**config.mk**
```make
export PLATFORM = sky130hd
export DESIGN_NAME = multiplicador_shift_add
export DESIGN_NICKNAME = d
export VERILOG_FILES = /design/src/rtl/multiplicador_shift_add.sv
export SDC_FILE = /design/constraint.sdc
export NUM_CORES = 1
export LEC_CHECK = 0
export CAP_MARGIN = 20
export CORE_ASPECT_RATIO = 0.5
export CORE_MARGIN = 5
export CORE_UTILIZATION = 58
export CTS_CLUSTER_SIZE = 10
export DETAILED_ROUTE_END_ITERATION = 12
export PLACE_DENSITY = 0.83
export SLEW_MARGIN = 25
export SYNTH_ARGS = -nofsm -noshare
export SYNTH_HDL_FRONTEND = slang
export SYNTH_SLANG_ARGS = --single-unit
```
**constraint.sdc**
```tcl
create_clock -name Clock_i -period 3.3 [get_ports Clock_i]
set_clock_uncertainty 0.1 [all_clocks]
set_input_delay 0.495 -clock Clock_i [delete_from_list [all_inputs] [get_ports Clock_i]]
set_output_delay 0.495 -clock Clock_i [all_outputs]
set_load 0.02 [all_outputs]
```
**src/rtl/multiplicador_shift_add.sv**
```systemverilog
// multiplicador_shift_add: sequential shift-add unsigned multiplier; define MULT_TERMINO_ANTECIPADO_EN for early termination
module multiplicador_shift_add #(
  parameter int WIDTH = 4
) (
  input  logic               Clock_i,
  input  logic               Reset_i,
  input  logic               Iniciar_i,
  input  logic [WIDTH-1:0]   OperandoA_i,
  input  logic [WIDTH-1:0]   OperandoB_i,
  output logic [2*WIDTH-1:0] Produto_o,
  output logic               Pronto_o,
  output logic               Ocupado_o
);
  localparam int CW = $clog2(WIDTH) + 1;
  localparam logic [1:0] OCIOSO       = 2'd0;
  localparam logic [1:0] SOMA_DESLOCA = 2'd1;
  localparam logic [1:0] CONCLUIDO    = 2'd2;
  localparam logic [CW-1:0] ULTIMO = CW'(WIDTH - 1);
  logic [1:0]         state_q, state_d;
  logic [2*WIDTH-1:0] acc_q, acc_d;
  logic [2*WIDTH-1:0] mcand_q, mcand_d;
  logic [WIDTH-1:0]   mplier_q, mplier_d;
  logic [CW-1:0]      cnt_q, cnt_d;
  logic [2*WIDTH-1:0] produto_q, produto_d;
  logic               pronto_q, pronto_d;
  logic               ocupado_q, ocupado_d;
  logic               fim;
`ifdef MULT_TERMINO_ANTECIPADO_EN
  // leave as soon as no set multiplier bits remain to be consumed
  assign fim = (cnt_q == ULTIMO) || (mplier_q[WIDTH-1:1] == '0);
`else
  assign fim = (cnt_q == ULTIMO);
`endif
  // next-state: one partial product per clock while in SOMA_DESLOCA
  always_comb begin
    state_d   = state_q;
    acc_d     = acc_q;
    mcand_d   = mcand_q;
    mplier_d  = mplier_q;
    cnt_d     = cnt_q;
    produto_d = produto_q;
    pronto_d  = 1'b0;
    ocupado_d = ocupado_q;
    case (state_q)
      OCIOSO: if (Iniciar_i) begin
        acc_d     = '0;
        mcand_d   = {{WIDTH{1'b0}}, OperandoA_i};
        mplier_d  = OperandoB_i;
        cnt_d     = '0;
        ocupado_d = 1'b1;
        state_d   = SOMA_DESLOCA;
      end
      SOMA_DESLOCA: begin
        acc_d    = mplier_q[0] ? acc_q + mcand_q : acc_q;
        mcand_d  = mcand_q << 1;
        mplier_d = mplier_q >> 1;
        cnt_d    = cnt_q + 1'b1;
        state_d  = fim ? CONCLUIDO : SOMA_DESLOCA;
      end
      CONCLUIDO: begin
        produto_d = acc_q;
        pronto_d  = 1'b1;
        ocupado_d = 1'b0;
        state_d   = OCIOSO;
      end
      default: state_d = OCIOSO;
    endcase
  end
  // state registers; reset aborts any operation in flight
  always_ff @(posedge Clock_i or posedge Reset_i) begin
    if (Reset_i) begin
      state_q   <= OCIOSO;
      acc_q     <= '0;
      mcand_q   <= '0;
      mplier_q  <= '0;
      cnt_q     <= '0;
      produto_q <= '0;
      pronto_q  <= 1'b0;
      ocupado_q <= 1'b0;
    end else begin
      state_q   <= state_d;
      acc_q     <= acc_d;
      mcand_q   <= mcand_d;
      mplier_q  <= mplier_d;
      cnt_q     <= cnt_d;
      produto_q <= produto_d;
      pronto_q  <= pronto_d;
      ocupado_q <= ocupado_d;
    end
  end
  assign Produto_o = produto_q;
  assign Pronto_o  = pronto_q;
  assign Ocupado_o = ocupado_q;
endmodule
```
-- Yosys cells after proc, flatten, opt, wreduce, memory -nomap -nowiden
Cells that the tools add are included.
- input port bits: 11
- ROM bits: 0
- latch bits: 0
- register bits: 35
- output and inout bits: 10
- logic and storage cells: 36
- memory bits (writable): 0
- memories: 0
- reductions and logical operators: 6
- bitwise gates (word level): 0
- add/sub/neg operators: 2
- shift operators: 0
- $mul: 0
- equal/unequal tests: 5
- divide/modulo/power cells: 0
- mux-type cells: 15
- magnitude comparators: 0
- operators by type and width (cell ; number):
    $pmux W8 S2 ; 2
    $mux W8 ; 3
    $add A8 B8 Y8 ; 1
    $pmux W4 S2 ; 1
    $pmux W3 S2 ; 1
    $mux W2 ; 2
    $mux W4 ; 1
    $ne A2 B2 Y1 const B ; 2
    $pmux W2 S2 ; 1
    $reduce_and A2 Y1 ; 2
    $reduce_bool A2 Y1 ; 2
    $add A3 B1 Y3 const B ; 1
    $eq A3 B2 Y1 const B ; 1
    $mux W3 ; 1
    $reduce_and A3 Y1 ; 1
    $eq A2 B1 Y1 const B ; 1
    $eq A2 B2 Y1 const B ; 1
    $logic_not A2 Y1 ; 1
    $mux W1 ; 2
    $pmux W1 S2 ; 1

-- Depth between registers and ports, before layout
Gate-level depths: netlist of the first run.
- depth in word-level cells: 3
- gate-level depth with buffers: 8
- mapped depth without buffers: 8

-- Worst setup path before layout of the first run
OpenSTA, ideal clock, no wires.
- kind: register to register
- start point: register acc_q[0]
- end point: register acc_q[6]
- setup slack: 1.217 ns
- setup time: 0.128 ns
- stages on the path, launching flop included: 9
- buffers on the path: 0
- data arrival time: 1.855 ns
- clock period less this slack: 2.083 ns
- data required time: 3.072 ns
- cells stage by stage: dfrtp_1 > ha_1 > fa_1 > a21o_2 > a21oi_1 > o21bai_1 > a21oi_1 > xor2_1 > o21ai_0
- word-level cells in the longest chain between the ends: 3
- RTL lines (item ; line ; RTL):
    start, declared ; 20 ; logic [2*WIDTH-1:0] acc_q, acc_d;
    start signal, assigned ; 73 ; acc_q <= '0;
    start signal, assigned ; 82 ; acc_q <= acc_d;
    $add A8 B8 Y8 ; 54 ; acc_d = mplier_q[0] ? acc_q + mcand_q : acc_q;
    $mux W8 ; 54 ;
    $pmux W8 S2 ; 44 ; case (state_q)
Every way passes these cells. The select of a mux whose other input is x is not followed.
A chain may end at the register's enable or synchronous reset.

-- Worst setup path after layout of the first run
- start point: register mcand_q[0]
- end point: register acc_q[6]
- word-level cells in the longest chain between the ends: 3
- RTL lines (item ; line ; RTL):
    start, declared ; 21 ; logic [2*WIDTH-1:0] mcand_q, mcand_d;
    start signal, assigned ; 83 ; mcand_q <= mcand_d;
    $add A8 B8 Y8 ; 54 ;
    $mux W8 ; 54 ;
    $pmux W8 S2 ; 44 ;
Every way passes these cells. The select of a mux whose other input is x is not followed.

==> results_dict.tcl, run 1 <==
set metrics [dict create \
    status "complete, no violations" \
    final_antenna_net_count 0 \
    n_fill_cell 189 \
    critical_path.max_stage_delay_ns 0.43 \
    routabilityCongestion 0.815 \
    cts_setup_buffers 0 \
    wl_met3_um 144 \
    syn2layout_area_growth_pct 20.1 \
    hold_slack_ns 0.390 \
    clk_pin_slew_ns 0.07 \
    end_kind "flip-flop" \
    dr.pass1.iters 4 \
    yosys-top-cells-count "dfrtp_1, nand2_1, a21oi_1, o21ai_0, ha_1" \
    crit_top_cell "a21oi_1" \
    wl_per_cell_um 15.6 \
    grt_pass1_vias 1222 \
    synth_largest_area_cell "dfrtp_1" \
    cts_resized 0 \
    worst_slew_pin_slew_ns 0.493 \
    io_buffers 20 \
    antenna_cells 0 \
    syn-cell-area_um2 1680 \
    yosysUniqueCellTypes 27 \
    finalHoldViolCount 0 \
    r2r_start "mcand_q[0]" \
    cts_buffers 5 \
    wl_met2_mm 1.64 \
    yosys_warnings 0 \
    vias_per_cell 5.63 \
    io-pin-count 21 \
    grt_max_degree 36 \
    peakVddDrop_mv 0.604 \
    critPathKind "reg -> reg" \
    r2r_cells 8 \
    wl_met1_mm 1.45 \
    synth_top_area_share 0.522 \
    slew-limit-headroom 0.672 \
    cts_hold_buffers 0 \
    final_util 0.751 \
    ys_async_sr_fraction 1.00 \
    hold_class "reg -> reg" \
    synth_edf_count 0 \
    start_util 0.625 \
    root_buffer "clkbuf_8" \
    antenna_found_initial 0 \
    ys_seq_area_frac 0.522 \
    die_w_um 86.1 \
    die_area_um2 4130 \
    setup-violations-final 0 \
    ys_top_cells_by_area "dfrtp_1, ha_1, mux2_2" \
    path_cells "ha_1 > fa_1 > a21o_2 > a21oi_1 > o21bai_1 > a21oi_1 > xor2_1 > o21ai_0" \
    core_um2 2680 \
    overflow 0 \
    syn_nets 169 \
    p_per_area_nw_per_um2 879 \
    timing.rr.end "acc_q[6]" \
    synthCells 148 \
    yosysMostFrequentCell "dfrtp_1" \
    whs_path_depth 2 \
    synth_area_per_cell_um2 11.3 \
    finalPower_mw 1.77 \
    die_height_um 48.0 \
    holdPathEnd "mplier_q[1]" \
    drcViolationCount 0 \
    slowest_stage "fa_1" \
    drive_gt1_frac 0.128 \
    clock-sinks 35 \
    hpwl_mm 2.36 \
    min_from "mplier_q[1]" \
    crit_fanout 3 \
    maxCapViolations 0 \
    cts_max_path_buffers 2 \
    drt_iter0_markers 82 \
    final_area_um2 2020 \
    grt_setup_unrepaired "no" \
    cellLeakagePower_nw 0.986 \
    placed_area_um2 1920 \
    cp_data_arrival_time_ns 2.34 \
    fin_tns_setup_ns 0 \
    start_kind "flip-flop" \
    drv_slew 0 \
    grt_pass1_wl_mm 5.86 \
    htree_levels 2 \
    dr_total_vias 1176 \
    track_usage 0.192 \
    cts_tree "built" \
    required_ns 3.36 \
    rows 13 \
    clk_latency_ns 0.28 \
    fmaxAchievable_ghz 0.439 \
    r2r_slack_ns 1.02 \
    top_layer_used "met4" \
    min_period_ns 2.28 \
    final_nets 192 \
    finalCritPeriodShare 0.690 \
    routed_wl_mm 3.26 \
    ys_seq_elements 35 \
    ys.flop_type "dfrtp_1" \
]
==> kinds of logic (layout without fill, tap and decap cells) <==
kind of cell / after synthesis / after routing / share of synthesized area
AO/OA/AOI/OAI: 47 / 47 / 0.190
AND/OR/NAND/NOR: 30 / 30 / 0.0940
multiplexers: 8 / 8 / 0.0537
flip-flops: 35 / 35 / 0.522
adder cells (fa/ha/maj): 10 / 10 / 0.0790
XOR/XNOR: 6 / 6 / 0.0313
buffers and inverters: 12 / 36 / 0.0298
==> routing by layer <==
layer	track usage	vias to the layer above
met2	0.335	23
li1	-	572
met3	0.0584	5
met4	0.0631	0
met1	0.237	576
met5	0	-
==> sequential cells by signal, indices dropped and copies added (netlist names) <==
name and count:
mcand_q 8, Pronto_o 1, cnt_q 3, acc_q 8, Ocupado_o 1, state_q 2, mplier_q 4, Produto_o 8
==> area by class of cell <==
cell class | count | area (µm²) | share of cell area
flip-flops and latches | 35 | 876 | 0.435
multi-input cells | 101 | 752 | 0.373
repair buffers | 23 | 223 | 0.110
clock buffers | 8 | 100 | 0.0497
well taps | 37 | 46.3 | 0.0230
inverters | 5 | 18.8 | 0.00931
==> layout by cell type (no fill, tap or decap), types with 2 or more instances in the layout <==
cell type / count
dfrtp_1: 35
clkdlybuf4s50_1: 20
nand2_1: 16
o21ai_0: 13
a21oi_1: 13
ha_1: 9
mux2_2: 8
a22o_1: 7
clkbuf_8: 7
and3b_1: 6
inv_1: 5
nand2b_1: 4
o21bai_1: 4
xor2_1: 3
xnor2_1: 3
buf_4: 3
nor2_1: 2
a21o_1: 2
a32o_1: 2
==> metrics by stage <==
step	std cells	setup WS, ns
floorplan	148	1.22
global placement	201	1.15
detailed placement	201	1.05
CTS	209	1.03
global route	209	0.809
finish	209	1.02
==> worst max-delay path: cells and delay by family, from the launching register on <==
| family | cells | cell delay [ns] |
|---|---|---|
| adder cells (fa/ha/maj) | 2 | 0.68 |
| AO/OA/AOI/OAI | 5 | 0.81 |
| flip-flops | 1 | 0.41 |
| XOR/XNOR | 1 | 0.15 |
==> worst max path at each step <==
stage | depth (start not counted) | start | slack (ns) | end
global route | 8 | mcand_q[0] | 0.81 | acc_q[6]
finish | 8 | mcand_q[0] | 1.02 | acc_q[6]
floorplan | 8 | acc_q[0] | 1.22 | acc_q[6]
detailed placement | 8 | acc_q[0] | 1.05 | acc_q[6]
CTS | 8 | acc_q[0] | 1.03 | acc_q[6]
global placement | 8 | acc_q[0] | 1.15 | acc_q[6]
==> power by group <==
group | total, mW | internal (mW) | switching (mW)
sequential | 0.736 | 0.589 | 0.147
combinational | 0.702 | 0.345 | 0.357
clock | 0.334 | 0.190 | 0.144
Note: power is estimated with default switching activity, not from simulation.
==> inputs of run 2 (changes only) <==
- CORE_UTILIZATION: 58 -> 49
- PLACE_DENSITY: 0.83 -> 0.75
- clock period: 3.3 -> 1.9 ns (I/O delays scaled with it)
==> run 2 against run 1 <==
  * The flow now finishes with violations (negative setup slack)
  * Via count is 2.8% higher
  * Combinational power increased by 110%
  * Worst setup slack got worse by 1.1 ns
  * Cell count increased by 11%
  * Sequential power is 67% higher
  * Flip-flop and latch count did not move
  * Global-route usage decreased by 3.4 points
  * Wire length hardly changed
  * Critical path depth unchanged
  * First-iteration DRC count shrank 39%
  * Register-to-register slack lost 1.1 ns
  * Critical path type unchanged
  * Largest cell class unchanged
==> results_dict.tcl, run 2 (synthesis gave the netlist of run 1 again) <==
set metrics [dict create \
    start_util 0.499 \
    placed_area_um2 2040 \
    dr_total_vias 1209 \
    r2r_start "mcand_q[0]" \
    fmaxAchievable_ghz 0.500 \
    placedCellCount 221 \
    fin_cells 231 \
    drive_gt1_frac 0.217 \
    cellLeakagePower_nw 1.06 \
    routabilityCongestion 0.822 \
    violations "negative setup slack" \
    status "complete, but fails checks" \
    clk_pin_slew_ns 0.07 \
    final_antenna_net_count 0 \
    cts_hold_buffers 0 \
    r2r_slack_ns -0.10 \
    hold_slack_ns 0.283 \
    setup-violations-final 2 \
    fin_ws_ns -0.101 \
    grt_pass1_wl_mm 5.66 \
    finalCritPeriodShare 1.05 \
    htree_levels 2 \
    finalHoldViolCount 0 \
    peakVddDrop_mv 0.547 \
    die_w_um 92.8 \
    worst_slew_pin_slew_ns 0.439 \
    antenna_cells 0 \
    timing.rr.end "acc_q[6]" \
    die_height_um 51.4 \
    slowest_stage "dfrtp_1" \
    grt_pass1_vias 1239 \
    dr.pass1.iters 4 \
    final_cell_mix "dfrtp_1, clkdlybuf4s50_1, buf_4" \
    r2r_cells 8 \
    antenna_found_initial 0 \
    grt_max_degree 36 \
    cts_tree "built" \
    critical_path.max_stage_delay_ns 0.40 \
    cts_max_path_buffers 2 \
    final_util 0.637 \
    overflow 0 \
    path_cells "ha_2 > fa_2 > a21o_2 > a21oi_2 > o21bai_1 > a21oi_1 > xor2_1 > o21ai_1" \
    final_common_cell "dfrtp_1" \
    cts_buffers 5 \
    fin_tns_setup_ns -0.196 \
    crit_fanout 2 \
    vias_per_cell 5.23 \
    pre_cts_ws_ns -0.119 \
    die_area_um2 4770 \
    p_per_area_nw_per_um2 1490 \
    core_um2 3360 \
    finalPower_mw 3.19 \
    root_buffer "clkbuf_8" \
    maxCapViolations 0 \
    wl_per_cell_um 14.1 \
    io-pin-count 21 \
    critPathKind "reg -> reg" \
    slew-limit-headroom 0.707 \
    start_kind "flip-flop" \
    end_kind "flip-flop" \
    final_nets 209 \
    cp_data_arrival_time_ns 2.07 \
    routed_wl_mm 3.26 \
    drt_iter0_markers 50 \
    min_period_ns 2.00 \
    hpwl_mm 2.44 \
    rows 15 \
    syn2layout_area_growth_pct 27.5 \
    final_area_um2 2140 \
    hold_class "in -> async" \
    required_ns 1.97 \
    clk_latency_ns 0.29 \
    io_buffers 20 \
    drcViolationCount 0 \
    drv_slew 0 \
    clock-sinks 35 \
    grt_setup_unrepaired "yes" \
    track_usage 0.158 \
]
run 2: changes by cell type in the layout (fill, tap and decap cells not counted):
cell	delta
buf_4	+17
clkbuf_8	-2
o21ai_0	-2
o21ai_1	+2
a21oi_1	-1
a21oi_2	+1
clkbuf_1	+1
clkinv_2	+1
fa_1	-1
fa_2	+1
ha_1	-1
ha_2	+1
run 2: worst max path at each step:
stage,startpoint,endpoint,slack (ns),depth (start not counted)
floorplan,mcand_q[0],acc_q[6],-0.03,8
global placement,acc_q[1],acc_q[7],-0.05,7
detailed placement,mcand_q[0],acc_q[6],-0.12,8
CTS,acc_q[0],acc_q[6],-0.11,8
global route,mcand_q[0],acc_q[6],-0.19,8
finish,mcand_q[0],acc_q[6],-0.10,8
run 2: layer usage:
metal | vias up | global-route usage | part of all wire
met1 | 583 | 0.190 | 0.47
met3 | 8 | 0.0412 | 0.031
li1 | 606 | - | -
met4 | 0 | 0.0949 | 0.026
met5 | - | 0 | 0
met2 | 12 | 0.261 | 0.47
run 2: area by class of cell:
| type | count | area (µm²) |
|---|---|---|
| fillers | 266 | 1220 |
| flip-flops and latches | 35 | 876 |
| multi-input cells | 101 | 761 |
| repair buffers | 40 | 350 |
| clock buffers | 7 | 76.3 |
| well taps | 42 | 52.6 |
| inverters | 5 | 18.8 |
| clock inverters | 1 | 5.00 |
run 2: critical path, delay by kind of cell (launching register included):
kind,cells,cell delay [ns]
compound gates,5,0.67
xor+xnor,1,0.15
fa+ha+maj,2,0.56
flops,1,0.40
run 2: power breakdown:
part	switching, mW	internal (mW)
registers	0.204	1.02
clock network	0.264	0.257
logic	0.698	0.742
run 2: what timing repair did:
item,CTS,global route
setup buffers,1,1
setup endpoints to repair,2,3
pin swaps,7,3
resized for setup,0,1
